`src/rtl/decode_ctrl_if.sv`:
```
// Bundle between the IF/ID register and the decode stage: upstream opcode and
// hazard controls going in, registered control word going out to execute.
interface decode_ctrl_if #(
  parameter int OPW = 6
);
  logic           in_valid;
  logic [OPW-1:0] opcode;
  logic           stall;
  logic           flush;

  logic           out_valid;
  logic           reg_dst;
  logic           branch;
  logic           mem_read;
  logic           mem_to_reg;
  logic           mem_write;
  logic           alu_src;
  logic           reg_write;
  logic           jump;
  logic [1:0]     alu_op;
  logic           illegal;

  modport master (
    output in_valid, opcode, stall, flush,
    input  out_valid, reg_dst, branch, mem_read, mem_to_reg, mem_write,
           alu_src, reg_write, jump, alu_op, illegal
  );

  modport slave (
    input  in_valid, opcode, stall, flush,
    output out_valid, reg_dst, branch, mem_read, mem_to_reg, mem_write,
           alu_src, reg_write, jump, alu_op, illegal
  );
endinterface

```
`src/rtl/decode_ctrl_stage.sv`:
```
// Registered main decoder: opcode -> control word into ID/EX, with stall/flush
// handling, illegal-opcode flag and performance counters.
module decode_ctrl_stage #(
  parameter int OPW = 6,
  parameter int CW  = 32,
  parameter int SAT = 0
) (
  input  logic          clk,
  input  logic          reset,
  decode_ctrl_if.slave  bus,
  input  logic          cnt_clr,
  output logic [CW-1:0] instr_count,
  output logic [CW-1:0] jump_count,
  output logic [CW-1:0] squash_count
);

  // Control word bit order: reg_dst, branch, mem_read, mem_to_reg,
  // mem_write, alu_src, reg_write, jump, alu_op[1:0].
  localparam logic [9:0] BUBBLE = 10'b00000000_10;

  logic [9:0] dec_ctrl;
  logic       dec_legal;
  logic [9:0] ctrl_reg, ctrl_next;
  logic       valid_reg, valid_next;
  logic       illegal_reg, illegal_next;
  logic [2:0] inc;

  always_comb begin
    dec_ctrl  = '0;
    dec_legal = 1'b1;
    case (bus.opcode)
      OPW'(0):  dec_ctrl = 10'b10000010_10;
      OPW'(1):  dec_ctrl = 10'b00110110_00;
      OPW'(2):  dec_ctrl = 10'b00001100_00;
      OPW'(3):  dec_ctrl = 10'b01000000_01;
      OPW'(4):  dec_ctrl = 10'b00000110_00;
      OPW'(5):  dec_ctrl = 10'b00000001_00;
      default: begin
        dec_ctrl  = '0;
        dec_legal = 1'b0;
      end
    endcase
  end

  always_comb begin
    ctrl_next    = ctrl_reg;
    valid_next   = valid_reg;
    illegal_next = illegal_reg;
    if (bus.flush) begin
      ctrl_next    = BUBBLE;
      valid_next   = 1'b0;
      illegal_next = 1'b0;
    end else if (!bus.stall) begin
      if (bus.in_valid) begin
        ctrl_next    = dec_ctrl;
        valid_next   = dec_legal;
        illegal_next = !dec_legal;
      end else begin
        ctrl_next    = BUBBLE;
        valid_next   = 1'b0;
        illegal_next = 1'b0;
      end
    end
  end

  always_ff @(posedge clk or posedge reset) begin
    if (reset) begin
      ctrl_reg    <= '0;
      valid_reg   <= 1'b0;
      illegal_reg <= 1'b0;
    end else begin
      ctrl_reg    <= ctrl_next;
      valid_reg   <= valid_next;
      illegal_reg <= illegal_next;
    end
  end

  // Squash counts any valid instruction hit by flush, even if stall is also up.
  always_comb begin
    inc    = '0;
    inc[0] = !bus.flush && !bus.stall && bus.in_valid && dec_legal;
    inc[1] = inc[0] && (bus.opcode == OPW'(5));
    inc[2] = bus.flush && bus.in_valid;
  end

  genvar gi;
  generate
    for (gi = 0; gi < 3; gi++) begin : g_cnt
      logic [CW-1:0] cnt_reg;
      always_ff @(posedge clk or posedge reset) begin
        if (reset) begin
          cnt_reg <= '0;
        end else if (cnt_clr) begin
          cnt_reg <= '0;
        end else if (inc[gi]) begin
          if ((SAT != 0) && (&cnt_reg))
            cnt_reg <= cnt_reg;
          else
            cnt_reg <= cnt_reg + 1'b1;
        end
      end
    end
  endgenerate

  assign instr_count  = g_cnt[0].cnt_reg;
  assign jump_count   = g_cnt[1].cnt_reg;
  assign squash_count = g_cnt[2].cnt_reg;

  assign bus.reg_dst    = ctrl_reg[9];
  assign bus.branch     = ctrl_reg[8];
  assign bus.mem_read   = ctrl_reg[7];
  assign bus.mem_to_reg = ctrl_reg[6];
  assign bus.mem_write  = ctrl_reg[5];
  assign bus.alu_src    = ctrl_reg[4];
  assign bus.reg_write  = ctrl_reg[3];
  assign bus.jump       = ctrl_reg[2];
  assign bus.alu_op     = ctrl_reg[1:0];
  assign bus.out_valid  = valid_reg;
  assign bus.illegal    = illegal_reg;

endmodule

```
`src/flat_wrapper.sv`:
```
// flat-port wrapper written by rule: the top's interface ports become plain ports
module decode_ctrl_stage_flat 
#(
  parameter int OPW = 6,
  parameter int CW  = 32,
  parameter int SAT = 0
)
  (clk, reset, cnt_clr, instr_count, jump_count, squash_count, bus_in_valid, bus_opcode, bus_stall, bus_flush, bus_out_valid, bus_reg_dst, bus_branch, bus_mem_read, bus_mem_to_reg, bus_mem_write, bus_alu_src, bus_reg_write, bus_jump, bus_alu_op, bus_illegal);
  decode_ctrl_if #(.OPW(OPW)) bus_i ();
  input  logic clk;
  input  logic reset;
  input  logic cnt_clr;
  output logic [CW-1:0] instr_count;
  output logic [CW-1:0] jump_count;
  output logic [CW-1:0] squash_count;
  input wire logic [$bits(bus_i.in_valid)-1:0] bus_in_valid;
  input wire logic [$bits(bus_i.opcode)-1:0] bus_opcode;
  input wire logic [$bits(bus_i.stall)-1:0] bus_stall;
  input wire logic [$bits(bus_i.flush)-1:0] bus_flush;
  output wire logic [$bits(bus_i.out_valid)-1:0] bus_out_valid;
  output wire logic [$bits(bus_i.reg_dst)-1:0] bus_reg_dst;
  output wire logic [$bits(bus_i.branch)-1:0] bus_branch;
  output wire logic [$bits(bus_i.mem_read)-1:0] bus_mem_read;
  output wire logic [$bits(bus_i.mem_to_reg)-1:0] bus_mem_to_reg;
  output wire logic [$bits(bus_i.mem_write)-1:0] bus_mem_write;
  output wire logic [$bits(bus_i.alu_src)-1:0] bus_alu_src;
  output wire logic [$bits(bus_i.reg_write)-1:0] bus_reg_write;
  output wire logic [$bits(bus_i.jump)-1:0] bus_jump;
  output wire logic [$bits(bus_i.alu_op)-1:0] bus_alu_op;
  output wire logic [$bits(bus_i.illegal)-1:0] bus_illegal;
  assign bus_i.in_valid = bus_in_valid;
  assign bus_i.opcode = bus_opcode;
  assign bus_i.stall = bus_stall;
  assign bus_i.flush = bus_flush;
  assign bus_out_valid = bus_i.out_valid;
  assign bus_reg_dst = bus_i.reg_dst;
  assign bus_branch = bus_i.branch;
  assign bus_mem_read = bus_i.mem_read;
  assign bus_mem_to_reg = bus_i.mem_to_reg;
  assign bus_mem_write = bus_i.mem_write;
  assign bus_alu_src = bus_i.alu_src;
  assign bus_reg_write = bus_i.reg_write;
  assign bus_jump = bus_i.jump;
  assign bus_alu_op = bus_i.alu_op;
  assign bus_illegal = bus_i.illegal;
  decode_ctrl_stage #(.OPW(OPW), .CW(CW), .SAT(SAT)) u_core (.clk(clk), .reset(reset), .bus(bus_i), .cnt_clr(cnt_clr), .instr_count(instr_count), .jump_count(jump_count), .squash_count(squash_count));
endmodule
```
`config.mk`:
```
export PLATFORM = sky130hd
export DESIGN_NAME = decode_ctrl_stage_flat
export DESIGN_NICKNAME = d
export VERILOG_FILES = /design/src/rtl/decode_ctrl_if.sv /design/src/rtl/decode_ctrl_stage.sv /design/src/flat_wrapper.sv
export SDC_FILE = /design/constraint.sdc
export NUM_CORES = 1
export LEC_CHECK = 0
export ABC_AREA = 1
export CAP_MARGIN = 20
export CORE_MARGIN = 3
export CORE_UTILIZATION = 35
export DETAILED_ROUTE_END_ITERATION = 6
export PLACE_DENSITY = 0.58
export SYNTH_ARGS = -nofsm -noshare
export SYNTH_HDL_FRONTEND = slang
export SYNTH_SLANG_ARGS = --single-unit
```
`constraint.sdc`:
```
create_clock -name clk -period 8.25 [get_ports clk]
set_clock_uncertainty 0.1 [all_clocks]
set_input_delay 1.65 -clock clk [delete_from_list [all_inputs] [get_ports clk]]
set_output_delay 1.65 -clock clk [all_outputs]
set_load 0.01 [all_outputs]
```
After elaboration in Yosys (flattened, before gate mapping). Cells that the tools add are included.

Input bits: 12. Output and inout port bits: 108. Bits in registers: 108. Logic and storage cells: 45.

Eq/ne operators: 6. Reduce and logical (&&, ||, !) cells: 13. Add/subtract/negate cells: 3. Muxes and demuxes: 17.

Operators by type and width (count): two-way mux 32 bit (6); adder 32 x 1 -> 32 bit, second input constant (3); one-hot mux 10 bit (6 select lines) (1); two-way mux 10 bit (3); == test 6 x 2 -> 1 bit, second input constant (2); == test 6 x 3 -> 1 bit, second input constant (2); two-way mux 1 bit (7); == test 6 x 1 -> 1 bit, second input constant (1); zero test 6 bit (1); nonzero test 2 bit (3); OR reduction 6 bit (1); logical AND 1 bit (5); zero test 1 bit (3); != test 2 x 1 -> 1 bit, second input constant (1).

Logic depth before layout (Yosys ltp). Gate-level depths: netlist (run 1).

Depth in word-level cells: 7. Mapped depth: 10. Mapped depth without buffers: 9.

Least setup slack after synthesis (run 1). No wires, ideal clock.

Path type: input-to-reg. Start: in bus_opcode[5]. End: reg u_core.g_cnt[0].cnt_reg[2], in the netlist u_core.instr_count[2]. Slack: 5.413 ns. Library setup time: 0.118 ns. Path buffers: 1. Arrival time: 2.620 ns. Cell stages on the path: 9. Cell sequence: nor2_4 -> nand3_1 -> nand2_2 -> nor2_4 -> nor2_8 -> nor2_8 -> buf_12 -> nand2_2 -> nand2_2.

Longest elaborated chain between the ends: 5. Elaborated cells between the ends (all ways): 10. Those cells by class: eq/ne: 5; mux: 1; reduce/logical: 4.

RTL lines: from (decl) (line flat_wrapper.sv:17) `input wire logic [$bits(bus_i.opcode)-1:0] bus_opcode;`; == test 6 x 1 -> 1 bit, or another cell as far along (line decode_ctrl_stage.sv:31) `case (bus.opcode)`; OR reduction 6 bit (no line) *; two-way mux 1 bit * (line decode_ctrl_stage.sv:31); logical AND 1 bit * (line decode_ctrl_stage.sv:81) `inc[0] = !bus.flush && !bus.stall && bus.in_valid && dec_legal;`; nonzero test 2 bit (no line) *; to (signal assigned) (line decode_ctrl_stage.sv:97) `cnt_reg <= cnt_reg;`; to (signal assigned) (line decode_ctrl_stage.sv:99) `cnt_reg <= cnt_reg + 1'b1;`; to (decl) (line decode_ctrl_stage.sv:89) `logic [CW-1:0] cnt_reg;`.

Mark *: on every way between the ends. The rest lies on a longest branch, timed or not. A chain may end at the register's enable or synchronous reset.

Final worst setup path (run 1).
Start: in cnt_clr. End: reg u_core.g_cnt[2].cnt_reg[16], in the netlist u_core.squash_count[16].

Longest elaborated chain between the ends: 1. Elaborated cells between the ends (all ways): 2. Those cells by class: mux: 1; reduce/logical: 1.

RTL lines: from (decl) (line flat_wrapper.sv:12) `input logic cnt_clr;`; two-way mux 32 bit / nonzero test 2 bit (equally long branches); to (signal assigned) (line decode_ctrl_stage.sv:97); to (signal assigned) (line decode_ctrl_stage.sv:99); to (decl) (line decode_ctrl_stage.sv:89).

Several ways; a longest one is shown, not always the timed one.

==> impl_metrics.json, run 1 <==
{
  "grt.total_usage_pct": 18.9,
  "drt-wirelength-per-cell_um": 14.4,
  "synthesis.nets": 977,
  "min_period_ps": 3430,
  "total_power_w": 0.000982,
  "drtIter0Drc": 310,
  "cts_buffers": 9,
  "synth_edf_count": 0,
  "synth_compound_area_share_pct": 4.66,
  "synthMuxAreaShare_pct": 0,
  "p_per_area_nw_per_um2": 118,
  "first_global_vias": 6263,
  "rows": 49,
  "port_buffers": 119,
  "hold_viol_final": 0,
  "synth_seq_area_share_pct": 39.6,
  "synth_top_family_by_area": "simple AND/OR/NAND/NOR gates",
  "drcViolationCount": 0,
  "core_um2": 18400,
  "crit_chain": "clkdlybuf4s50_1, buf_4, inv_2, buf_4, o21ai_0, a31oi_1",
  "drv_slew": 0,
  "cts_tree": "yes",
  "maxSlewHeadroom_pct": 56.2,
  "worstPathArrival_ps": 3590,
  "worstHoldPathType": "reg -> reg",
  "syn_area_per_cell_um2": 6.96,
  "max_freq_mhz": 292,
  "fin_ws_ps": 4820,
  "vias": 6436,
  "final_nets": 1089,
  "setup_violations": 0,
  "p_sw_share_pct": 23.8,
  "cp-start-kind": "input port",
  "final-instance-count-excl-fill": 1308,
  "critPathBufInv": 4,
  "synth_area_leaders": "dfrtp_1, nand2_1, nor2_1",
  "finalCritPeriodShare_pct": 41.5,
  "wl_um": 18800,
  "seqPwrFrac_pct": 53.1,
  "pin_count": 120,
  "dpl_worst_slack_ps": 4450,
  "ys_ff_latch": 106,
  "antenna_found_initial": 0,
  "htree_levels": 3,
  "grt_start_max_net_pins": 79,
  "path_class": "in -> reg",
  "slowest_delay_ps": 500,
  "synth-main-ff-cell": "dfrtp_1",
  "areaGrowthSynthToFinish_pct": 24.2,
  "status": "completed",
  "synthSimpleGateAreaFrac_pct": 44.7,
  "cts-root-buf": "clkbuf_16",
  "p_leak_nw": 3.52,
  "dpl.hpwl_um": 13800,
  "synth_top_area_share_pct": 39.6,
  "drive_gt1_share_pct": 7.41,
  "maxCapViolations": 0,
  "netlist_top_cells_count": "nand2_1, nor2_1, dfrtp_1, inv_1, nand3_1",
  "ctsResizeCount": 0,
  "yosysTopAreaCell": "dfrtp_1",
  "syn-instance-count": 962,
  "post_cts_buffers": 0,
  "p_int_w": 0.000749,
  "antenna_cells": 0,
  "die_w_um": 144,
  "clockBufferDepth": 2,
  "worst_path_most_repeated_cell": "buf_4",
  "r2r_cells": 9,
  "cp_slowest_cell": "buf_4",
  "rsz0062_at_grt": "no",
  "cp_num_cells": 6,
  "place_inst": 1291,
  "clkPwrFrac_pct": 41.4,
  "die-area_um2": 20800,
  "clk_latency_ps": 350,
  "die_h_um": 144,
  "tns_ps": 0,
  "cts.sinks": 106,
  "ant_nets": 0,
  "cts.hold.buffers_added": 0,
  "synthMostInstantiatedCell": "nand2_1",
  "start_util_pct": 36.4,
  "worst_slew_pin_slew_ps": 655,
  "worst_ep_required_time_ps": 8420,
  "grt_overflow": 0,
  "globalplace.congestion": 0.894,
  "endpoint_kind": "register",
  "ys_types": 37,
  "grt_pass1_wl_um": 31800,
  "combPwrFrac_pct": 5.4,
  "synth-xor-area-share_pct": 2.62,
  "synth_area_um2": 6690,
  "switching_power_w": 0.000233,
  "critPathTopFamily": "buffers and inverters",
  "path_clk_slew_ps": 60,
  "async_reset_ff_share_pct": 100,
  "yosys_warnings": 0,
  "drt-pass1-iter-count": 5,
  "hold_path_depth": 2,
  "cp_max_fo": 43,
  "viasPerCell": 4.92,
  "ir_drop_mv": 0.0977,
  "synth-adder-area-share_pct": 0.561
}
power groups by stage:
| stage | clock network (W) | logic [W] | registers (W) |
|---|---|---|---|
| final | 0.000407 | 0.0000534 | 0.000522 |
| after global routing | 0.000439 | 0.0000603 | 0.000522 |
| after CTS | 0.000423 | 0.0000533 | 0.000522 |
| after detailed placement | 0 | 0.0000532 | 0.000532 |
| after global placement | 0 | 0.0000530 | 0.000532 |
| after floorplan | 0 | 0.0000355 | 0.000533 |
layer usage:
metal	part of all wire [%]	GRT usage, %	routed length [µm]
met1	47	25.8	8920
met5	0	0	0
met3	4.3	3.54	803
met2	47	31.5	8820
met4	1.3	4.03	244
worst paths after layout:
path	slack, ps	to	startpoint
max reg2reg	6170	u_core.instr_count[30]	u_core.instr_count[0]
max	4820	u_core.squash_count[16]	cnt_clr
min in group asynchronous	1540	u_core.squash_count[19]	reset
min reg2reg	390	u_core.ctrl_reg[9]	u_core.ctrl_reg[9]
max in group asynchronous	5530	u_core.instr_count[26]	reset
min	390	u_core.ctrl_reg[9]	u_core.ctrl_reg[9]
kinds of logic after synthesis:
family | count (synthesis)
compound gates | 54
xor+xnor | 20
fa+ha+maj | 3
buf+inv | 112
flops | 106
simple gates | 667
cells in the final DEF, fill, tap and decap left out, types with 5 or more instances in the layout:
cell	Yosys	layout
nor3_1	18	18
nand3_1	56	56
a21oi_1	17	17
nand2_1	298	298
clkbuf_16	0	9
a31oi_1	5	5
xor2_1	15	15
or2_2	6	6
o21bai_1	6	6
xnor2_1	5	5
dfrtp_1	106	106
nand4_1	49	49
nand2_2	35	35
inv_1	87	85
clkdlybuf4s50_1	0	119
nor2_1	179	179
nor2_4	5	5
o21ai_0	18	18
nor2_2	6	6
worst reg2reg max path, cell delays in order (launching register included):
cell     delay, ps
dfrtp_1        470
ha_1           310
inv_1           80
nor2_1         270
nand2_1        240
nor2_1         230
nand2_1         80
nand2_1         60
nand4_1         90
nand2_1         90
final cells by class:
| class | instances | area, µm² |
|---|---|---|
| clock buffers | 14 | 254 |
| clock inverters | 2 | 12.5 |
| fillers | 1881 | 10100 |
| inverters | 90 | 345 |
| multi-input cells | 744 | 3520 |
| flip-flops and latches | 106 | 2650 |
| well taps | 229 | 287 |
| repair buffers | 123 | 1240 |
through the flow:
stage	cell area [µm²]	hold slack, ps	utilization (%)
final	8310	386	45.2
after global routing	8310	436	45.2
after CTS	8280	393	45.0
after detailed placement	8010	377	43.6
after global placement	8010	374	43.6
after floorplan	6690	416	-
Note: power is estimated with default switching activity, not from simulation.
==> run 2: changes to the inputs <==
==> constraint.sdc (replaced) <==
create_clock -name clk -period 3.4 [get_ports clk]
set_clock_uncertainty 0.1 [all_clocks]
set_input_delay 0.68 -clock clk [delete_from_list [all_inputs] [get_ports clk]]
set_output_delay 0.68 -clock clk [all_outputs]
set_load 0.01 [all_outputs]
==> impl_metrics.json, run 2 (synthesized netlist as in run 1, its figures left out) <==
{
  "ir_drop_mv": 0.245,
  "cts.sinks": 106,
  "cts.hold.buffers_added": 0,
  "endpoint_kind": "register",
  "pin_count": 120,
  "vias": 6484,
  "antenna_cells": 0,
  "port_buffers": 119,
  "wl_um": 19000,
  "worstHoldPathType": "reg -> reg",
  "drt-pass1-iter-count": 5,
  "final-instance-count-excl-fill": 1308,
  "ant_nets": 0,
  "cts_tree": "yes",
  "hold_viol_final": 0,
  "multiInputGateArea_um2": 3520,
  "status": "completed",
  "maxCapViolations": 0,
  "grt.total_usage_pct": 18.8,
  "clockBufferDepth": 2,
  "slowest_delay_ps": 600,
  "cp-start-kind": "input port",
  "place_inst": 1294,
  "worst_slew_pin_slew_ps": 733,
  "cp_slowest_cell": "clkdlybuf4s50_1",
  "tns_ps": 0,
  "grt_start_max_net_pins": 41,
  "htree_levels": 3,
  "areaGrowthSynthToFinish_pct": 24.6,
  "r2r_start": "u_core.instr_count[0]",
  "post_cts_buffers": 0,
  "crit_chain": "clkdlybuf4s50_1, nor2_1, nand3b_1, nand2_2, nor2_4, nor2_8, nor2_8, nand2_1, nand2_1",
  "maxSlewHeadroom_pct": 51.0,
  "drcViolationCount": 0,
  "drv_slew": 0,
  "die_h_um": 144,
  "grt_pass1_wl_um": 31500,
  "hold_path_depth": 2,
  "first_global_vias": 6199,
  "r2r_end": "u_core.instr_count[30]",
  "cp_max_fo": 32,
  "drive_gt1_share_pct": 7.60,
  "min_to": "u_core.ctrl_reg[5]",
  "final_nets": 1091,
  "rows": 49,
  "path_class": "in -> reg",
  "finalCritPeriodShare_pct": 69.8,
  "drt-wirelength-per-cell_um": 14.6,
  "die-area_um2": 20800,
  "path_clk_slew_ps": 70,
  "max_freq_mhz": 422,
  "worst_ep_required_time_ps": 3590,
  "p_per_area_nw_per_um2": 287,
  "cts-root-buf": "clkbuf_16",
  "holdWs_ps": 387,
  "setup_violations": 0,
  "fillers": 1884,
  "grt_overflow": 0,
  "rsz0062_at_grt": "no",
  "min_from": "u_core.ctrl_reg[5]",
  "core_um2": 18400,
  "globalplace.congestion": 0.857,
  "ctsResizeCount": 0,
  "clk_latency_ps": 360,
  "final_common_cell": "nand2_1",
  "antenna_found_initial": 0,
  "r2r_cells": 9,
  "p_leak_nw": 3.52,
  "worstPathArrival_ps": 2560,
  "regToRegSetupSlack_ps": 1360,
  "start_util_pct": 36.4,
  "mostFrequentLayoutCells": "nand2_1, nor2_1, clkdlybuf4s50_1",
  "regArea_um2": 2650,
  "dpl.hpwl_um": 13900,
  "drtIter0Drc": 376,
  "min_period_ps": 2370,
  "viasPerCell": 4.96,
  "cts_buffers": 9,
  "die_w_um": 144
}
==> run 2: worst max-delay path: cells and delay by family <==
kind                   cells  cell delay [ps]
buffers and inverters      1              600
AND/OR/NAND/NOR            8             1250
==> run 2: report_power, final <==
group | internal, W | switching (W)
clock | 0.000511 | 0.000479
sequential | 0.00126 | 0.00000286
combinational | 0.0000390 | 0.0000956
total | 0.00181 | 0.000577
==> run 2: final cells by class <==
type	instances	area share [%]
clock buffers	12	2.96
clock inverters	2	0.180
inverters	90	4.16
multi-input cells	744	42.2
flip-flops and latches	106	31.8
well taps	229	3.44
repair buffers	125	15.3
==> run 2: through the flow <==
stage | worst slack [ps] | cell area, µm² | total power (W) | util (%)
after global placement | 704 | 8080 | 0.00143 | 43.9
after floorplan | 1350 | 6700 | 0.00138 | -
final | 1030 | 8340 | 0.00239 | 45.3
after CTS | 1050 | 8340 | 0.00243 | 45.3
after global routing | 894 | 8340 | 0.00249 | 45.3
after detailed placement | 679 | 8080 | 0.00143 | 43.9
==> run 2: per-layer routing <==
layer  part of all wire (%)  vias up  GRT usage [%]
met1                     47     3049           25.3
met4                   0.63        0           3.24
met3                    3.7        8           3.54
met5                      0        -              0
met2                     48      127           32.2
li1                       -     3300              -
==> run 2: worst max path at each step <==
stage / startpoint / end / slack [ps] / cells past startpoint
floorplan: reset / u_core.bus.illegal / 1350 / 1
global placement: bus_opcode[1] / u_core.instr_count[30] / 700 / 9
detailed placement: bus_opcode[1] / u_core.instr_count[30] / 680 / 9
CTS: bus_opcode[1] / u_core.instr_count[30] / 1050 / 9
global route: bus_opcode[1] / u_core.instr_count[31] / 890 / 9
finish: bus_opcode[1] / u_core.instr_count[30] / 1030 / 9
